===== config.mk =====
export PLATFORM = sky130hd
export DESIGN_NAME = chunked_addsub
export DESIGN_NICKNAME = d
export VERILOG_FILES = /design/src/rtl/chunked_addsub.sv
export SDC_FILE = /design/constraint.sdc
export NUM_CORES = 1
export LEC_CHECK = 0
export CORE_UTILIZATION = 51
export CTS_CLUSTER_SIZE = 20
export DETAILED_ROUTE_END_ITERATION = 10
export PLACE_DENSITY = 0.85
export SKIP_CTS_REPAIR_TIMING = 1
export SYNTH_ARGS = -nofsm -noshare
export SYNTH_HDL_FRONTEND = slang
export SYNTH_SLANG_ARGS = --single-unit

===== constraint.sdc =====
create_clock -name clk -period 2.8 [get_ports clk]
set_input_delay 0.84 -clock clk [delete_from_list [all_inputs] [get_ports clk]]
set_output_delay 0.84 -clock clk [all_outputs]
set_load 0.02 [all_outputs]

===== src/rtl/chunked_addsub.sv =====
// chunked_addsub: multi-cycle adder/subtractor.
// A WIDTH-bit add or subtract is processed CHUNK bits per clock, least
// significant slice first. The carry between slices is kept in a register,
// so only a CHUNK-bit adder sits in the critical path.
// Input and output both use a valid/ready handshake.
// The block reports carry, signed overflow and zero flags.
// Optional feature: define ADDSUB_SATURATE_EN to clamp results that overflow
// to the signed limit.
module chunked_addsub #(
   parameter int WIDTH = 8,
   parameter int CHUNK = 4
) (
   input  logic             clk,
   input  logic             rst_n,
   input  logic             in_valid,
   output logic             in_ready,
   input  logic [WIDTH-1:0] a,
   input  logic [WIDTH-1:0] b,
   input  logic             sub,
   output logic             out_valid,
   input  logic             out_ready,
   output logic [WIDTH-1:0] sum,
   output logic             carry,
   output logic             overflow,
   output logic             zero
);

   localparam int N    = WIDTH / CHUNK;
   localparam int IDXW = (N > 1) ? $clog2(N) : 1;
   localparam logic [IDXW-1:0] LAST_IDX = IDXW'(N - 1);

   // Abort elaboration when the operand width cannot be split into whole slices
   generate
      if ((WIDTH % CHUNK) != 0) begin : g_bad_chunk
         $error("chunked_addsub: WIDTH must be a multiple of CHUNK");
      end
   endgenerate

   typedef enum logic [1:0] {
      ST_IDLE = 2'd0,
      ST_BUSY = 2'd1,
      ST_DONE = 2'd2
   } state_t;

   state_t           state_q, state_d;
   logic [WIDTH-1:0] a_q, a_d;
   logic [WIDTH-1:0] bx_q, bx_d;          // b, already inverted for subtraction
   logic [WIDTH-1:0] res_q, res_d;        // partial result being assembled
   logic             c_q, c_d;            // inter-slice carry
   logic [IDXW-1:0]  idx_q, idx_d;
   logic [WIDTH-1:0] sum_q, sum_d;
   logic             carry_q, carry_d;
   logic             ovf_q, ovf_d;
   logic             zero_q, zero_d;
   logic             out_valid_q, out_valid_d;

   logic [31:0]      base_s;
   logic [WIDTH-1:0] slice_mask_s;
   logic [CHUNK-1:0] a_slice_s;
   logic [CHUNK-1:0] bx_slice_s;
   logic [CHUNK:0]   chunk_sum_s;
   logic [WIDTH-1:0] full_s;
   logic             ovf_s;
   logic [WIDTH-1:0] final_s;

   // Slice datapath: add the current slice and merge it into the partial result
   always_comb begin
      base_s       = 32'(idx_q) * 32'(CHUNK);
      slice_mask_s = WIDTH'({CHUNK{1'b1}}) << base_s;
      a_slice_s    = CHUNK'(a_q >> base_s);
      bx_slice_s   = CHUNK'(bx_q >> base_s);
      chunk_sum_s  = {1'b0, a_slice_s} + {1'b0, bx_slice_s} + (CHUNK+1)'(c_q);
      full_s       = (res_q & ~slice_mask_s) |
                     (WIDTH'(chunk_sum_s[CHUNK-1:0]) << base_s);
      ovf_s        = (a_q[WIDTH-1] == bx_q[WIDTH-1]) &&
                     (full_s[WIDTH-1] != a_q[WIDTH-1]);
   end

`ifdef ADDSUB_SATURATE_EN
   // Clamp to the signed limit on overflow; the sign of a selects the direction
   always_comb begin
      if (ovf_s) begin
         if (a_q[WIDTH-1]) begin
            final_s = {1'b1, {(WIDTH-1){1'b0}}};
         end else begin
            final_s = {1'b0, {(WIDTH-1){1'b1}}};
         end
      end else begin
         final_s = full_s;
      end
   end
`else
   // Wrapped result is delivered unchanged
   always_comb begin
      final_s = full_s;
   end
`endif

   // Next-state logic for the IDLE -> BUSY -> DONE handshake sequence
   always_comb begin
      state_d     = state_q;
      a_d         = a_q;
      bx_d        = bx_q;
      res_d       = res_q;
      c_d         = c_q;
      idx_d       = idx_q;
      sum_d       = sum_q;
      carry_d     = carry_q;
      ovf_d       = ovf_q;
      zero_d      = zero_q;
      out_valid_d = out_valid_q;

      case (state_q)
         ST_IDLE: begin
            if (in_valid) begin
               a_d     = a;
               bx_d    = sub ? ~b : b;
               c_d     = sub;          // +1 completes the two's complement of b
               idx_d   = '0;
               res_d   = '0;
               state_d = ST_BUSY;
            end else begin
               state_d = ST_IDLE;
            end
         end
         ST_BUSY: begin
            res_d = full_s;
            c_d   = chunk_sum_s[CHUNK];
            if (idx_q == LAST_IDX) begin
               // Publish result and flags together with out_valid
               sum_d       = final_s;
               carry_d     = chunk_sum_s[CHUNK];
               ovf_d       = ovf_s;
               zero_d      = (final_s == '0);
               out_valid_d = 1'b1;
               state_d     = ST_DONE;
            end else begin
               idx_d = idx_q + IDXW'(1);
            end
         end
         ST_DONE: begin
            if (out_ready) begin
               out_valid_d = 1'b0;
               state_d     = ST_IDLE;
            end else begin
               out_valid_d = 1'b1;
            end
         end
         default: begin
            out_valid_d = 1'b0;
            state_d     = ST_IDLE;
         end
      endcase
   end

   // State and datapath registers with synchronous active-low reset
   always_ff @(posedge clk) begin
      if (!rst_n) begin
         state_q     <= ST_IDLE;
         a_q         <= '0;
         bx_q        <= '0;
         res_q       <= '0;
         c_q         <= 1'b0;
         idx_q       <= '0;
         sum_q       <= '0;
         carry_q     <= 1'b0;
         ovf_q       <= 1'b0;
         zero_q      <= 1'b0;
         out_valid_q <= 1'b0;
      end else begin
         state_q     <= state_d;
         a_q         <= a_d;
         bx_q        <= bx_d;
         res_q       <= res_d;
         c_q         <= c_d;
         idx_q       <= idx_d;
         sum_q       <= sum_d;
         carry_q     <= carry_d;
         ovf_q       <= ovf_d;
         zero_q      <= zero_d;
         out_valid_q <= out_valid_d;
      end
   end

   assign in_ready  = (state_q == ST_IDLE);
   assign out_valid = out_valid_q;
   assign sum       = sum_q;
   assign carry     = carry_q;
   assign overflow  = ovf_q;
   assign zero      = zero_q;

endmodule


Word-level counts from Yosys, hierarchy flattened
Cells that the tools add are included.
{"block": "op_classes", "n_mux": 15, "bitwise_logic": 5, "add_sub_neg": 3, "shift": 4, "eq_ne": 7, "n_reduce_logical": 9}
{"cell": "8-bit 2-to-1 mux", "n": 2}
{"cell": "8-bit inverter", "n": 2}
{"cell": "8-bit one-hot mux with 2 select lines", "n": 1}
{"cell": "8-bit by 3-bit >> shifter with 4-bit output", "n": 2}
{"cell": "2-bit AND reduction", "n": 5}
{"cell": "8-bit AND", "n": 1}
{"cell": "8-bit zero test", "n": 1}
{"cell": "8-bit bitwise OR", "n": 1}
{"cell": "4-bit by 3-bit left shift with 8-bit output", "n": 1}
{"cell": "4-bit by 3-bit left shift with 8-bit output, first input constant", "n": 1}
{"cell": "1-bit 2-to-1 mux", "n": 6}
{"cell": "2-bit != test, second input constant", "n": 3}
{"cell": "2-bit one-hot mux with 3 select lines", "n": 1}
{"cell": "4-bit by 4-bit adder with 5-bit output", "n": 1}
{"cell": "5-bit by 1-bit adder with 5-bit output", "n": 1}
{"cell": "2-bit 2-to-1 mux", "n": 2}
{"cell": "1-bit one-hot mux with 2 select lines", "n": 2}
{"cell": "1-bit one-hot mux with 3 select lines", "n": 1}
{"cell": "2-bit by 1-bit == test with 1-bit output, second input constant", "n": 1}
{"cell": "2-bit == test, second input constant", "n": 1}
{"cell": "2-bit zero test", "n": 1}
{"cell": "2-bit nonzero test", "n": 1}
{"cell": "1-bit adder, second input constant", "n": 1}
{"cell": "1-bit == test", "n": 1}
{"cell": "other kinds (3)", "n": 3}
{"block": "totals", "in_bits": 21, "out_inout_bits": 13, "reg_bits": 40}

Logic depth before layout (Yosys ltp)
{"block": "logic_depth", "word_depth": 7, "depth_mapped": 8}

Worst setup path after synthesis
Ideal clock, no wire load.
{"block": "synth_timing", "kind": "register to register", "from": "register idx_q", "to": "register c_q", "t_arrival_ps": 2331, "period_less_slack_ps": 2447, "setup_ps": 116, "stages_incl_launch_ff": 9, "setup_slack_ps": 353, "cell_sequence": "dfxtp_1 > buf_2 > mux2_2 > fa_1 > fa_1 > a21o_1 > a21oi_1 > a211oi_1 > a31o_2"}
{"block": "synth_between", "elab_chain_cells": 4}
{"element": "from (decl)", "line": "50", "text": "logic [IDXW-1:0] idx_q, idx_d;"}
{"element": "from (signal assigned)", "line": "176", "text": "idx_q <= idx_d;"}
{"element": "8-bit by 3-bit >> shifter with 4-bit output (on tied branches)", "line": "70, 71"}
{"element": "4-bit by 4-bit adder with 5-bit output *", "line": "72", "text": "chunk_sum_s = {1'b0, a_slice_s} + {1'b0, bx_slice_s} + (CHUNK+1)'(c_q);"}
{"element": "5-bit by 1-bit adder with 5-bit output *", "line": "72"}
{"element": "1-bit one-hot mux with 2 select lines *", "line": "113", "text": "case (state_q)"}
{"element": "to (signal assigned)", "line": "163", "text": "c_q <= 1'b0;"}
{"element": "to (signal assigned)", "line": "175", "text": "c_q <= c_d;"}
{"element": "to (decl)", "line": "49", "text": "logic c_q, c_d;"}
Every way passes the cells marked *; elsewhere a longest branch is shown, timed or not.
A chain may end at the register's enable or synchronous reset.

Final worst setup path
{"block": "layout_timing", "from": "register state_q[1]", "to": "output port in_ready"}
{"block": "layout_between", "elab_chain_cells": 1}
{"element": "from (decl)", "line": "45", "text": "state_t state_q, state_d;"}
{"element": "from (signal assigned)", "line": "171", "text": "state_q <= state_d;"}
{"element": "2-bit zero test", "line": "185", "text": "assign in_ready = (state_q == ST_IDLE);"}
{"element": "to (decl)", "line": "16", "text": "output logic in_ready,"}
No other way between the ends.

==> out/qor.tcl <==
set qor(final.setup_skew_ps) 6.63
set qor(detailedPlacementHpwl_mm) 2.53
set qor(first_global_vias) 1323
set qor(dr.first_iter.drc_count) 51
set qor(unrepaired_setup_endpoints_after_global_routing) {no}
set qor(core_sq_um) 3340
set qor(place_congestion) 0.784
set qor(net_count_after_synthesis) 224
set qor(leading_cell_types_in_the_layout_fill_and_taps_excluded) {43 x sky130_fd_sc_hd__nand2_1, 36 x sky130_fd_sc_hd__dfxtp_1, 33 x sky130_fd_sc_hd__clkdlybuf4s50_1}
set qor(start_util_pct) 53.5
set qor(detail_route.wirelength_mm) 3.38
set qor(numPortBuffers) 33
set qor(tritoncts) {done}
set qor(die_height_um) 61.2
set qor(timing.final.setup_violations) 0
set qor(clock-root-buffer) {sky130_fd_sc_hd__clkbuf_4}
set qor(worstSetupPathType) {reg -> out}
set qor(globalRouteTotalUtil_pct) 21.1
set qor(post_synth.cell_area_avg_sq_um) 9.16
set qor(ir_worst_vdd_v) 0.000346
set qor(cp-start-kind) {flip-flop}
set qor(maxCapViolCount) 0
set qor(synth-warning-count) 0
set qor(tightest_slew_ps) 742
set qor(grt.overflow.total) 0
set qor(clock_tree.htree_level_count) 2
set qor(synth_seq_cells) 36
set qor(mappedNetlistArea_sq_um) 1790
set qor(cts_buffer_depth) 2
set qor(min-delay-path-class) {reg -> reg}
set qor(wl_per_cell_um) 12.4
set qor(insertion_delay_ps) 340
set qor(antenna-diode-count) 0
set qor(routed_vias) 1423
set qor(hold-worst-slack_ps) 460
set qor(placementRows) 21
set qor(grt_max_degree) 25
set qor(mostFrequentLayoutCell) {sky130_fd_sc_hd__nand2_1}
set qor(synth_top_flop_cell) {sky130_fd_sc_hd__dfxtp_1}
set qor(timing.final.max_slew_violations) 0
set qor(tightest_slew_margin_relative_to_the_limit_pct) 50.5
set qor(final.min_clock_period_ps) 2530
set qor(crit_share_post_route_pct) 90.4
set qor(chipWidth_um) 61.2
set qor(drt-vias-per-instance) 5.21
set qor(design.die.area_sq_um) 3740
set qor(fmax_mhz) 395
set qor(ys_types) 40
set qor(worst_path_clk_slew_ps) 90
set qor(critical_path.endpoint_type) {output port}
set qor(synth_top_cell_by_area) {sky130_fd_sc_hd__dfxtp_1}
set qor(postSynth.asyncResetShare_pct) 0
set qor(final_hold_viol_count) 0
set qor(grt_antenna_before_repair) 0
set qor(drt-pass1-iter-count) 4
set qor(i_o_pin_count) 34
set qor(cp.arrival_ps) 1690
set qor(drive_gt1_share_pct) 10.1
set qor(yosysSeqAreaShare_pct) 40.3
set qor(layout.filler_cells) 305
set qor(post-route-drc-count) 0
set qor(cts_made_buffers) 5
set qor(cp_max_fo) 6
set qor(yosysTopAreaCellShare_pct) 40.3
set qor(run_status) {finished clean}
set qor(number_of_nets_with_antenna_violations_after_routing) 0
set qor(synthCells) 195
set qor(synthTopCellsByArea) {sky130_fd_sc_hd__dfxtp_1 40%, sky130_fd_sc_hd__nand2_1 9.0%, sky130_fd_sc_hd__o211a_1 5.0%, sky130_fd_sc_hd__a21boi_0 5.0%, sky130_fd_sc_hd__mux2_2 5.0%}
set qor(power.density_nw_per_um2) 469
set qor(cts_num_sinks) 36
set qor(area_growth_syn_to_layout_pct) 23.0
set qor(fin_setup_tns_ps) 0
set qor(power.static_leakage_nw) 0.912
set qor(num-nets-final) 255
set qor(first_pass_grt_wire_length_mm) 5.73
set qor(synth-edff-count) 0
set qor(worst-endpoint-required_ps) 1960
## critical path, cell delays in order (launching register included)
cell and delay, ps:
sky130_fd_sc_hd__dfxtp_1 320, sky130_fd_sc_hd__inv_1 90, sky130_fd_sc_hd__ha_1 290, sky130_fd_sc_hd__clkdlybuf4s50_1 650
## stage by stage
stage	power, mW	util [%]	area, sq um	cells	setup WS, ps
floorplan	0.696	-	1790	195	353
global placement	0.754	64.1	2140	265	377
detailed placement	0.761	64.1	2140	265	302
CTS	1.04	65.9	2200	273	242
global route	1.09	65.9	2200	273	75.3
finish	1.03	65.9	2200	273	269
## layout make-up
class	instances	area (sq um)	share of cell area (%)
Sequential cell	36	721	32.8
Inverter	2	7.51	0.341
Multi-Input combinational cell	144	993	45.2
Clock buffer	8	58.8	2.68
Timing Repair Buffer	37	360	16.4
Tap cell	46	57.6	2.62
## path summary, 6_finish.rpt
path / startpoint / to / slack (ps) / depth (start not counted)
worst min-delay path: a_q[5] / a_q[5] / 460 / 2
worst max-delay path: state_q[1] / in_ready / 270 / 3
worst min register to register: a_q[5] / a_q[5] / 460 / 2
worst max register to register: idx_q / zero / 320 / 7
## kinds of logic after synthesis
kind of cell | Yosys count | synth area share (%)
flip-flops | 36 | 40.3
buffers and inverters | 15 | 4.06
AND/OR/NAND/NOR | 70 | 18.1
multiplexers | 12 | 7.49
adder cells (fa/ha/maj) | 8 | 6.44
XOR/XNOR | 10 | 4.90
AO/OA/AOI/OAI | 44 | 18.6
## power by group
group | leakage, nW | internal, mW | switching, mW | total [mW]
sequential | 0.294 | 0.536 | 0.0164 | 0.553
combinational | 0.585 | 0.101 | 0.0946 | 0.196
clock | 0.0326 | 0.124 | 0.160 | 0.284
total | 0.912 | 0.761 | 0.271 | 1.03
## flip-flops by register name (all words and copies together), names as in the netlist
signal,cells
res_q,4
c_q,1
idx_q,1
zero,1
state_q,2
out_valid,1
overflow,1
carry,1
sum,8
bx_q,8
a_q,8
## synth_stat cells, types with 3 or more instances
| master | instances |
|---|---|
| sky130_fd_sc_hd__nor2b_1 | 6 |
| sky130_fd_sc_hd__nand2_1 | 43 |
| sky130_fd_sc_hd__o211a_1 | 9 |
| sky130_fd_sc_hd__a21boi_0 | 12 |
| sky130_fd_sc_hd__clkbuf_1 | 5 |
| sky130_fd_sc_hd__dfxtp_1 | 36 |
| sky130_fd_sc_hd__buf_2 | 5 |
| sky130_fd_sc_hd__o21ai_0 | 7 |
| sky130_fd_sc_hd__mux2_2 | 8 |
| sky130_fd_sc_hd__nor2_1 | 4 |
| sky130_fd_sc_hd__a21boi_1 | 3 |
| sky130_fd_sc_hd__xnor2_1 | 8 |
| sky130_fd_sc_hd__ha_1 | 6 |
| sky130_fd_sc_hd__a22oi_1 | 3 |
| sky130_fd_sc_hd__nand3_1 | 3 |
| sky130_fd_sc_hd__mux2i_1 | 3 |
## metal layers
metal  vias to the layer above  global-route usage [%]  part of all wire [%]
met2                        24                    36.0                    49
met1                       658                    24.9                    46
met5                         -                       0                     0
met4                         0                    8.77                   1.8
li1                        736                       -                     -
met3                         5                    5.67                   2.9
Note: power is estimated with default switching activity, not from simulation.
